**src/rtl/shared_reg_arbiter_pkg.sv**
```systemverilog
// arb_pkg: definitions shared by shared_reg_arbiter and its storage sub-module.
//   arb_state_e : FSM encoding (IDLE = 0, BUSY = 1)
//   IDX_W       : width of the owner / round-robin pointer fields
//   MAX_REQ     : largest supported requester count
//   rr_pick     : round-robin winner search (request vector, pointer -> index)
package arb_pkg;

  typedef enum logic {
    ST_IDLE = 1'b0,
    ST_BUSY = 1'b1
  } arb_state_e;

  localparam int IDX_W   = 3;
  localparam int MAX_REQ = 8;

  // Finds the first set request starting at ptr and walking upward with wrap
  // at n_req. ptr < n_req always, so ptr + i < 2*n_req and one conditional
  // subtraction replaces a modulo. Returns 0 when nothing is requested; the
  // caller only uses the result when at least one request is set.
  function automatic logic [IDX_W-1:0] rr_pick(
    input logic [MAX_REQ-1:0] req_vec,
    input logic [IDX_W-1:0]   ptr,
    input int                 n_req
  );
    logic [IDX_W-1:0] pick;
    logic [IDX_W-1:0] idx3;
    logic             found;
    int               idx;
    pick  = '0;
    found = 1'b0;
    for (int i = 0; i < MAX_REQ; i++) begin
      idx = int'(ptr) + i;
      if (idx >= n_req) idx = idx - n_req;
      idx3 = IDX_W'(idx);
      if ((i < n_req) && !found && req_vec[idx3]) begin
        pick  = idx3;
        found = 1'b1;
      end
    end
    return pick;
  endfunction

endpackage

```
**src/rtl/shared_reg_arbiter_dff_arst_en.sv**
```systemverilog
// dff_arst_en: WIDTH-bit storage register with load enable.
//   clk  : rising-edge clock
//   rstn : asynchronous active-low reset, clears q to 0
//   en   : load enable, q <= d when high
//   d    : load data
//   q    : register contents
module dff_arst_en #(
  parameter int WIDTH = 8
) (
  input  logic             clk,
  input  logic             rstn,
  input  logic             en,
  input  logic [WIDTH-1:0] d,
  output logic [WIDTH-1:0] q
);

  always_ff @(posedge clk or negedge rstn) begin
    if (!rstn) begin
      q <= '0;
    end else if (en) begin
      q <= d;
    end
  end

endmodule

```
**src/rtl/shared_reg_arbiter.sv**
```systemverilog
// shared_reg_arbiter: round-robin arbiter granting one of N_REQ requesters
// ownership of a single shared WIDTH-bit register.
//   clk     : rising-edge clock
//   rstn    : asynchronous active-low reset
//   req     : per-requester level request
//   wdata   : requester i data in wdata[i*WIDTH +: WIDTH]
//   gnt     : registered one-hot grant, zero when idle
//   owner   : current or most recent owner index
//   q       : shared register contents
//   q_valid : q has been loaded at least once since reset
//
// state | meaning
// ------+--------------------------------------------------------------
// IDLE  | no grant; pick next owner from ptr when any req is set
// BUSY  | gnt held; load owner data each cycle its req is high; release
//       | when the owner drops req or after MAX_HOLD loads
module shared_reg_arbiter
  import arb_pkg::*;
#(
  parameter int N_REQ    = 4,
  parameter int WIDTH    = 8,
  parameter int MAX_HOLD = 4
) (
  input  logic                   clk,
  input  logic                   rstn,
  input  logic [N_REQ-1:0]       req,
  input  logic [N_REQ*WIDTH-1:0] wdata,
  output logic [N_REQ-1:0]       gnt,
  output logic [IDX_W-1:0]       owner,
  output logic [WIDTH-1:0]       q,
  output logic                   q_valid
);

  localparam logic [3:0]       HOLD_LAST = 4'(MAX_HOLD - 1);
  localparam logic [IDX_W-1:0] LAST_IDX  = IDX_W'(N_REQ - 1);
  localparam logic [N_REQ-1:0] ONE_HOT0  = {{(N_REQ-1){1'b0}}, 1'b1};

  arb_state_e       state_q, state_d;
  logic [N_REQ-1:0] gnt_q, gnt_d;
  logic [IDX_W-1:0] owner_q, owner_d;
  logic [IDX_W-1:0] ptr_q, ptr_d;
  logic [3:0]       hcnt_q, hcnt_d;
  logic             q_valid_q;

  logic [MAX_REQ-1:0] req_ext;
  logic               own_req;
  logic [WIDTH-1:0]   own_data;
  logic               load_en;

  // Zero-extend req so a 3-bit owner can index it for any N_REQ.
  always_comb begin
    req_ext             = '0;
    req_ext[N_REQ-1:0]  = req;
    own_req             = req_ext[owner_q];
    own_data            = '0;
    for (int i = 0; i < N_REQ; i++) begin
      if (owner_q == IDX_W'(i)) own_data = wdata[i*WIDTH +: WIDTH];
    end
  end

  always_comb begin
    state_d = state_q;
    gnt_d   = gnt_q;
    owner_d = owner_q;
    ptr_d   = ptr_q;
    hcnt_d  = hcnt_q;
    load_en = 1'b0;
    case (state_q)
      ST_IDLE: begin
        if (|req) begin
          owner_d = rr_pick(req_ext, ptr_q, N_REQ);
          gnt_d   = ONE_HOT0 << owner_d;
          hcnt_d  = 4'd0;
          state_d = ST_BUSY;
        end
      end
      ST_BUSY: begin
        load_en = own_req;
        if (own_req) hcnt_d = hcnt_q + 4'd1;
        // A forced release still takes this cycle's load.
        if (!own_req || (hcnt_q == HOLD_LAST)) begin
          gnt_d   = '0;
          ptr_d   = (owner_q == LAST_IDX) ? '0 : owner_q + IDX_W'(1);
          state_d = ST_IDLE;
        end
      end
      default: state_d = ST_IDLE;
    endcase
  end

  always_ff @(posedge clk or negedge rstn) begin
    if (!rstn) begin
      state_q   <= ST_IDLE;
      gnt_q     <= '0;
      owner_q   <= '0;
      ptr_q     <= '0;
      hcnt_q    <= '0;
      q_valid_q <= 1'b0;
    end else begin
      state_q <= state_d;
      gnt_q   <= gnt_d;
      owner_q <= owner_d;
      ptr_q   <= ptr_d;
      hcnt_q  <= hcnt_d;
      if (load_en) q_valid_q <= 1'b1;
    end
  end

  dff_arst_en #(
    .WIDTH(WIDTH)
  ) u_q_reg (
    .clk (clk),
    .rstn(rstn),
    .en  (load_en),
    .d   (own_data),
    .q   (q)
  );

  assign gnt     = gnt_q;
  assign owner   = owner_q;
  assign q_valid = q_valid_q;

endmodule

```
**config.mk**
```make
export PLATFORM = sky130hd
export DESIGN_NAME = shared_reg_arbiter
export DESIGN_NICKNAME = d
export VERILOG_FILES = /design/src/rtl/shared_reg_arbiter_pkg.sv /design/src/rtl/shared_reg_arbiter_dff_arst_en.sv /design/src/rtl/shared_reg_arbiter.sv
export SDC_FILE = /design/constraint.sdc
export NUM_CORES = 1
export LEC_CHECK = 0
export BUFFER_PORTS_ARGS = -buffer_cell sky130_fd_sc_hd__buf_2
export CORE_MARGIN = 5
export CORE_UTILIZATION = 53
export DETAILED_ROUTE_END_ITERATION = 6
export HOLD_SLACK_MARGIN = 0.02
export PLACE_DENSITY = 0.81
export SLEW_MARGIN = 10
export SYNTH_ARGS = -nofsm -noshare
export SYNTH_HDL_FRONTEND = slang
export SYNTH_SLANG_ARGS = --single-unit
```
**constraint.sdc**
```tcl
create_clock -name clk -period 5.23 [get_ports clk]
set_input_delay 0.523 -clock clk [delete_from_list [all_inputs] [get_ports clk]]
set_output_delay 0.523 -clock clk [all_outputs]
set_load 0.01 [all_outputs]
```
### After elaboration in Yosys (flattened, before gate mapping)

Cells that the tools add are included.
W data, S select, Z words.

* add/subtract/negate cells: 9
* magnitude comparators: 9
* eq/ne operators: 7
* shifts and indexed selects: 1
* muxes and demuxes: 52
* bitwise logic cells: 1
* reductions and logical operators: 14

Operators by type and width (count)
* $mux W3: 19
* $mux W8: 4
* $lt A3 B4 Y1 const B: 5
* $mux W1: 17
* $mux W4: 4
* $pmux W4 S2: 2
* $bmux W1 S3: 5
* $ge A4 B3 Y1 const B: 3
* $sub A3 B3 Y3 const B: 4
* $add A3 B2 Y4 const B: 2
* $reduce_and A2 Y1: 4
* $eq A3 B2 Y1 const B: 2
* $add A3 B1 Y4 const B: 1
* $add A4 B1 Y4 const B: 1
* $eq A4 B2 Y1 const B: 1
* $logic_not A1 Y1: 4
* $ne A2 B1 Y1 const B: 2
* $reduce_or A4 Y1: 1
* $shl A1 B3 Y4 const A: 1
* $add A3 B1 Y3 const B: 1
* $eq A3 B1 Y1 const B: 1
* $ge A3 B3 Y1 const B: 1
* $logic_and A1 B1 Y1: 3
* $logic_not A3 Y1: 1
* other kinds (4): 4

* register bits after elaboration: 24

### Depth between registers and ports, before layout

Gate-level depths: netlist of run 1.

* word-level depth: 27
* gate-level depth with buffers: 9
* mapped depth without buffers: 7

### Cells and area by module

Synthesis of run 1 repeated with hierarchy kept, for this count alone.

* cells, all modules: 164
* area total of the unflattened synthesis: 1597.8 sq um

Modules (own cells, without submodules)
* shared_reg_arbiter: times used 1, cells an instance 147, area an instance 1266.2 sq um, sequential area each 400.4 sq um
* dff_arst_en: times used 1, cells an instance 17, area an instance 331.6 sq um, sequential area each 200.2 sq um

### Worst setup path before layout of run 1

No wires, ideal clock.

* path kind: register to register
* start point: reg ptr_q[0]
* end point: reg gnt_q[0] (netlist: gnt[0])
* setup time: 121 ps
* data arrival time: 1857 ps
* required time: 5109 ps
* slack: 3252 ps
* cell stages (with the launch flop): 9
* path buffers: 2
* clock period less this slack: 1978 ps
* path through: dfrtp_1 buf_6 inv_1 ha_1 buf_2 a21oi_1 nand3b_4 o32a_1 a22o_1

* word-level cells in the longest chain between the ends: 27

Ends and longest elaborated chain
* start: declaration: line shared_reg_arbiter.sv:41 `logic [IDX_W-1:0] ptr_q, ptr_d;`
* start signal: assignment: line shared_reg_arbiter.sv:103 `ptr_q <= ptr_d;`
* $sub A3 B3 Y3 / $ge A3 B3 Y1 (equally long branches): line shared_reg_arbiter_pkg.sv:33 `if (idx >= n_req) idx = idx - n_req;`
* $mux W3: line shared_reg_arbiter_pkg.sv:33
* $mux W3: line shared_reg_arbiter.sv:70 `if (|req) begin`
* $mux W3: line shared_reg_arbiter.sv:68 `case (state_q)`
* $bmux W1 S3: line shared_reg_arbiter_pkg.sv:35 `if ((i < n_req) && !found && req_vec[idx3]) begin`
* $mux W1 (implied by the code): line shared_reg_arbiter_pkg.sv:35
* $mux W1: line shared_reg_arbiter_pkg.sv:35
* $mux W1: line shared_reg_arbiter.sv:70
* (+11 left out)
* $logic_not A1 Y1: line shared_reg_arbiter_pkg.sv:35
* $logic_and A1 B1 Y1: line shared_reg_arbiter_pkg.sv:35
* $mux W3 (*): line shared_reg_arbiter_pkg.sv:35
* $mux W3 (*): line shared_reg_arbiter.sv:70
* $mux W3 (*): line shared_reg_arbiter.sv:68
* $shl A1 B3 Y4 (*): line shared_reg_arbiter.sv:72 `gnt_d = ONE_HOT0 << owner_d;`
* $mux W4 (*): line shared_reg_arbiter.sv:70
* $pmux W4 S2 (*): line shared_reg_arbiter.sv:68
* end signal: assignment: line shared_reg_arbiter.sv:101 `gnt_q <= gnt_d;`
* end: declaration: line shared_reg_arbiter.sv:39 `logic [N_REQ-1:0] gnt_q, gnt_d;`

Mark *: on every way between the ends. The rest lies on a longest branch, timed or not. The select of a mux whose other input is x is not followed.
A chain may end at the register's enable or synchronous reset.

### Worst setup path after layout of run 1

* start point: reg ptr_q[0]
* end point: reg gnt_q[2] (netlist: gnt[2])

The elaborated chain is that of the path after synthesis.

==> qor.yml, run 1 <==
synth-seq-cells: 24
postCtsHoldBufs: 0
crit_chain: "inv_1, ha_1, mux2_2, o21ai_0, o32ai_1, a22o_1"
worstPathArrival_ns: 2.54
clock_path_buffers: 2
setup_viol: 0
nFillCells: 240
wl_per_cell_um: 15.8
cp_max_fo: 10
clock_latency_ns: 0.31
synth_cells: 167
cap_violations: 0
antenna_found_initial: 0
postCtsSetupBuffers: 0
diodes: 0
r2r-start: "ptr_q[0]"
port_buffers: 53
drt-initial-drc-count: 84
multi_input_area_um2: 817
cts_tree: "built"
critPathLaunch: "ptr_q[0]"
core_um2: 2730
hold_viol: 0
yosys_warnings: 0
cp_slowest_cell: "dfrtp_1"
seq_area_frac_synth: 0.399
synth-edff-count: 0
run_status: "completed"
start_util: 0.551
syn_area_per_cell_um2: 9.01
period_needed_ns: 2.33
worst_pin_slew_ns: 0.653
power-per-cell-area_nw_per_um2: 572
rsz0062_at_grt: "false"
gp_congestion: 0.851
final_cell_mix: "buf_2, dfrtp_1, o21ai_0"
max_freq_mhz: 430
slew_viol_final: 0
crit_path_start_kind: "flop"
synthesis.area_um2: 1510
grt_max_degree: 27
cts_max_level: 1
die_x_um: 63.3
cts-root-buf: "clkbuf_4"
synthArstFlopShare: 1.00
min_path_type: "in2async"
syn-num-nets: 212
rrSetupSlack_ns: 2.90
rows: 19
dp.cells: 241
vias: 1443
relSlewSlack: 0.563
peakVddDrop_mv: 0.355
dpl.hpwl_um: 3090
drc: 0
cts_buffers: 3
r2r-end: "gnt[2]"
layout-drive-gt1-share: 0.294
track_usage: 0.197
period_share: 0.445
p_leak_nw: 0.867
grt_pass1_wl_um: 6670
clk_pin_slew_ns: 0.13
die_h_um: 63.3
setup_tns_ns: 0
pin_count: 54
grt_pass1_vias: 1458
seq_area_um2: 601
drt_wl_total_um: 3860
syn2layout_area_growth_pct: 20.4
utilization: 0.663
end_kind: "flop"
cts_sinks: 24
cts-resized-gates: 0
ant_nets: 0
fin_skew_ns: 0.00203
path_class: "reg2reg"
critical_path.max_stage_delay_ns: 0.54
drt-vias-per-instance: 5.89
firstDrtPassIters: 4
synthFlopType: "dfrtp_1"
fin_cells: 245
final_common_cell: "buf_2"
cp.required_ns: 5.45
dieArea_um2: 4010
worstSetupEndpoint: "gnt[2]"
synth.distinct_cells: 31
grt.overflow.total: 0
fin_nets: 260
ff2ff_path_depth: 6
[metal layers]
layer,part of all wire,track usage
met1,0.45,0.274
met2,0.49,0.324
met3,0.043,0.0355
met4,0.011,0.0364
met5,0,0
[worst min path at each step]
stage | start | cells past startpoint | end | slack, ns
global placement | q_valid | 1 | q_valid | 0.45
finish | rstn | 1 | q_valid | 0.16
detailed placement | q_valid | 1 | q_valid | 0.45
CTS | rstn | 1 | q_valid | 0.18
floorplan | rstn | 0 | gnt[0] | 0.23
global route | rstn | 1 | q_valid | 0.18
[stage by stage]
| stage | area (um^2) | power [mW] | hold slack [ns] | worst slack (ns) |
|---|---|---|---|---|
| 6_report | 1810 | 1.04 | 0.162 | 2.90 |
| 3_5_place_dp | 1760 | 0.901 | 0.447 | 2.99 |
| 2_1_floorplan | 1510 | 0.756 | 0.227 | 3.25 |
| 5_1_grt | 1810 | 1.14 | 0.176 | 2.79 |
| 4_1_cts | 1810 | 1.03 | 0.175 | 2.96 |
| 3_3_place_gp | 1760 | 0.877 | 0.447 | 3.06 |
[final cells by class]
class                      count  share of cell area
clock buffer                   3              0.0124
clock inverter                 1              0.0166
inverter                      10              0.0207
multi-input combinational    123               0.451
sequential                    24               0.331
tap                           31              0.0214
timing repair buffer          53               0.146
[registers in the layout, summed over array words and instances (netlist names)]
register	count
hcnt_q	4
ptr_q	3
state_q	1
q_valid	1
gnt	4
u_q_reg.q	8
owner	3
[critical path: cells and delay by family (launching register included)]
family | cells | cell delay [ns]
adder cells (fa/ha/maj) | 1 | 0.49
buffers and inverters | 1 | 0.16
AO/OA/AOI/OAI | 3 | 0.66
flip-flops | 1 | 0.54
multiplexers | 1 | 0.39
[cells in the mapped netlist (all sizes together), types with 4 or more instances]
| master | count | share of area |
|---|---|---|
| clkbuf | 5 | 0.012 |
| inv | 10 | 0.025 |
| a221oi | 8 | 0.047 |
| nor2b | 10 | 0.042 |
| buf | 5 | 0.021 |
| a21oi | 15 | 0.050 |
| nand2 | 11 | 0.027 |
| mux2i | 4 | 0.027 |
| o211ai | 5 | 0.025 |
| o21ai | 20 | 0.067 |
| dfrtp | 24 | 0.40 |
| nor3 | 10 | 0.033 |
| nor2 | 5 | 0.012 |
| ha | 7 | 0.058 |
| nand3 | 9 | 0.033 |
[kinds of logic after synthesis]
logic type      Yosys count  share of synthesized area
buf+inv                  20                     0.0582
flops                    24                      0.399
compound gates           61                      0.258
simple gates             48                      0.170
mux                       7                     0.0565
fa+ha+maj                 7                     0.0582
[report_power, final]
| part | leakage (nW) | total, mW | internal (mW) | switching [mW] |
|---|---|---|---|---|
| sequential | 0.306 | 0.317 | 0.251 | 0.0665 |
| clock | 0.0279 | 0.134 | 0.0774 | 0.0566 |
| combinational | 0.534 | 0.585 | 0.244 | 0.341 |
| total | 0.867 | 1.04 | 0.572 | 0.464 |
Power figures use the tool's default switching activity.
==> inputs of run 2 (changes only) <==
ABC_AREA = 1   (was default)
CORE_UTILIZATION = 50   (was 53)
PLACE_DENSITY = 0.76   (was 0.81)
clock period = 2.29 ns   (was 5.23 ns; I/O delays follow)
==> qor.yml, run 2 <==
run_status: "completed"  # unchanged
rrSetupSlack_ns: 0.31  # was 2.90 ns
nFillCells: 307  # was 240
ant_nets: 0  # unchanged
min_path_cells: 3
drc: 0  # unchanged
drt-vias-per-instance: 5.16  # was 5.89
min_path_type: "in2reg"  # was in2async
r2r-start: "ptr_q[0]"  # unchanged
fin_skew_ns: 0.00145  # was 0.00203 ns
clk_pin_slew_ns: 0.13  # about the same
peakVddDrop_mv: 0.514  # was 0.355 mV
path_class: "reg2reg"  # unchanged
min-delay-start: "wdata[28]"
synth-seq-cells: 24  # unchanged
core_um2: 3100  # was 2730 um^2
setup_viol: 0  # unchanged
synthArstFlopShare: 1.00  # unchanged
worst_pin_slew_ns: 0.540  # was 0.653 ns
grt_pass1_wl_um: 6900  # was 6670 um
synthesis.area_um2: 1640  # was 1510 um^2
firstDrtPassIters: 4  # unchanged
syn2layout_area_growth_pct: 21.8  # was 20.4%
rows: 20  # was 19
die_h_um: 67.2  # was 63.3 um
cp_max_fo: 10  # unchanged
synth.distinct_cells: 27  # was 31
max_freq_mhz: 504  # was 430 MHz
internal_power_mw: 1.33  # was 572 uW
syn-num-nets: 269  # was 212
die_x_um: 67.2  # was 63.3 um
synth_top_cell_by_area: "dfrtp_1"  # unchanged
relSlewSlack: 0.640  # was 0.563
synth_cells: 224  # was 167
p_sw_frac: 0.497  # was 0.448
setup_tns_ns: 0  # unchanged
pin_count: 54  # unchanged
layout-drive-gt1-share: 0.308  # was 0.294
port_buffers: 53  # unchanged
dpl.hpwl_um: 3170  # was 3090 um
grt.overflow.total: 0  # unchanged
hold_path_end: "u_q_reg.q[4]"
rsz0062_at_grt: "false"  # unchanged
dieArea_um2: 4520  # was 4010 um^2
grt_pass1_vias: 1615  # was 1458
p_sw_mw: 1.32  # was 464 uW
fin_nets: 325  # was 260
end_kind: "flop"  # unchanged
pwr-share-clk: 0.115  # was 0.129
yosys_warnings: 0  # unchanged
max_flop_register: "u_q_reg.q"  # unchanged
r2r-end: "gnt[0]"  # was gnt[2]
drt-initial-drc-count: 96  # was 84
slew_viol_final: 0  # unchanged
wl_per_cell_um: 12.6  # was 15.8 um
diodes: 0  # unchanged
p_leak_nw: 1.06  # was 0.867 nW
synth_top_area_frac: 0.367  # was 0.399
multi_input_area_um2: 892  # was 817 um^2
cts_tree: "built"  # unchanged
cap_violations: 0  # unchanged
drt_wl_total_um: 4070  # was 3860 um
synth-edff-count: 0  # unchanged
grt_max_degree: 25  # was 27
clock_latency_ns: 0.31  # about the same
cts_sinks: 24  # unchanged
cts_buffers: 3  # unchanged
cts_max_level: 1  # unchanged
ff2ff_path_depth: 12  # was 6
start_util: 0.528  # was 0.551
cp.required_ns: 2.51  # was 5.45 ns
final_common_cell: "buf_2"  # unchanged
crit_path_start_kind: "flop"  # unchanged
cts-resized-gates: 0  # unchanged
seq_area_um2: 601  # unchanged
antenna_found_initial: 0  # unchanged
seq_area_frac_synth: 0.367  # was 0.399
power-per-cell-area_nw_per_um2: 1330  # was 572 nW/um^2
hold_viol: 0  # unchanged
p_seq_frac: 0.276  # was 0.306
worst_hold_slack_ns: 0.163  # was 0.162 ns
period_share: 0.866  # was 0.445
ys_top_cells_by_area: "dfrtp_1, nand2_1, nand3_1, o21ai_1, nor2_1"  # was dfrtp_1, o21ai_0, ha_1, a21oi_1, a221oi_1
synthFlopType: "dfrtp_1"  # unchanged
period_needed_ns: 1.98  # was 2.33 ns
comb_power_share: 0.609  # was 0.564
final_cell_mix: "buf_2, nand2_1, nand3_1"  # was buf_2, dfrtp_1, o21ai_0
clock_path_buffers: 2  # unchanged
gp_congestion: 0.879  # was 0.851
vias: 1667  # was 1443
synth.top_cells.by_count: "nand2_1, nand3_1, nor2_1"  # was dfrtp_1, o21ai_0, a21oi_1
largest_register_ffs: 8  # unchanged
cts-root-buf: "clkbuf_4"  # unchanged
track_usage: 0.195  # was 0.197
yosysMostFrequentCell: "nand2_1"  # was dfrtp_1
worstPathArrival_ns: 2.20  # was 2.54 ns
syn_area_per_cell_um2: 7.31  # was 9.01 um^2
[run 2: cell count changes in the layout (fill, tap and decap cells not counted), sizes merged, moves of 6 or more]
cell | previous run | this run
a21oi | 15 | 1
a221oi | 8 | 0
a31oi | 2 | 8
inv | 10 | 28
nand2 | 11 | 52
nand3 | 9 | 33
nor2 | 5 | 29
nor2b | 10 | 0
nor3 | 10 | 2
[run 2: power by group through the flow]
stage               combinational [mW]  clock (mW)  sequential (mW)
floorplan                         1.23           0            0.739
global placement                  1.59           0            0.737
detailed placement                1.61           0            0.736
CTS                               1.61       0.314            0.731
global route                      1.83       0.329            0.756
finish                            1.61       0.305            0.732
[run 2: layout make-up]
class	count	area share
multi-input combinational	168	0.447
sequential	24	0.301
timing repair buffer	55	0.142
inverter	28	0.0564
tap	44	0.0276
clock inverter	1	0.0150
clock buffer	3	0.0113
[run 2: what timing repair did]
item                                    4_1_cts  5_1_grt
endpoints found under the setup margin        0        0
endpoints found under the hold margin        24        0
setup buffers                                 0        0
hold buffers                                  1        0
[run 2: kinds of logic after synthesis]
group,after synthesis,share of synthesized area
compound gates,37,0.133
fa+ha+maj,7,0.0535
buf+inv,32,0.0886
flops,24,0.367
mux,1,0.00611
simple gates,123,0.352
[run 2: worst max-delay path by stage]
stage               endpoint  depth (start not counted)      from  slack (ns)
floorplan             gnt[0]                         13  ptr_q[0]        0.60
global placement      gnt[0]                         12  ptr_q[0]        0.41
detailed placement    gnt[0]                         12  ptr_q[0]        0.34
CTS                   gnt[0]                         12  ptr_q[0]        0.32
global route          gnt[0]                         12  ptr_q[0]        0.10
finish                gnt[0]                         12  ptr_q[0]        0.31
[run 2: per-layer routing]
| layer | part of all wire | global-route usage |
|---|---|---|
| met5 | 0 | 0 |
| met4 | 0.0098 | 0.0481 |
| met3 | 0.059 | 0.0283 |
| met2 | 0.46 | 0.333 |
| met1 | 0.47 | 0.260 |
[run 2: critical path, cell delays in order, from the launching register on]
cell	delay, ns
dfrtp_1	0.62
inv_8	0.08
ha_1	0.37
inv_1	0.13
nand3_2	0.10
inv_2	0.07
nor2_4	0.04
nor2_1	0.11
nand3_1	0.11
inv_1	0.08
nor2_2	0.05
nand3_1	0.07
nand2_1	0.05
[run 2: per-stage QoR]
stage               power (mW)  instances  utilization  instance area (um^2)  setup WS (ns)
floorplan                 1.97        224            -                  1640          0.602
global placement          2.33        318        0.623                  1930          0.412
detailed placement        2.34        318        0.623                  1930          0.345
CTS                       2.66        323        0.643                  2000          0.320
global route              2.92        323        0.643                  2000          0.101
finish                    2.65        323        0.643                  2000          0.307
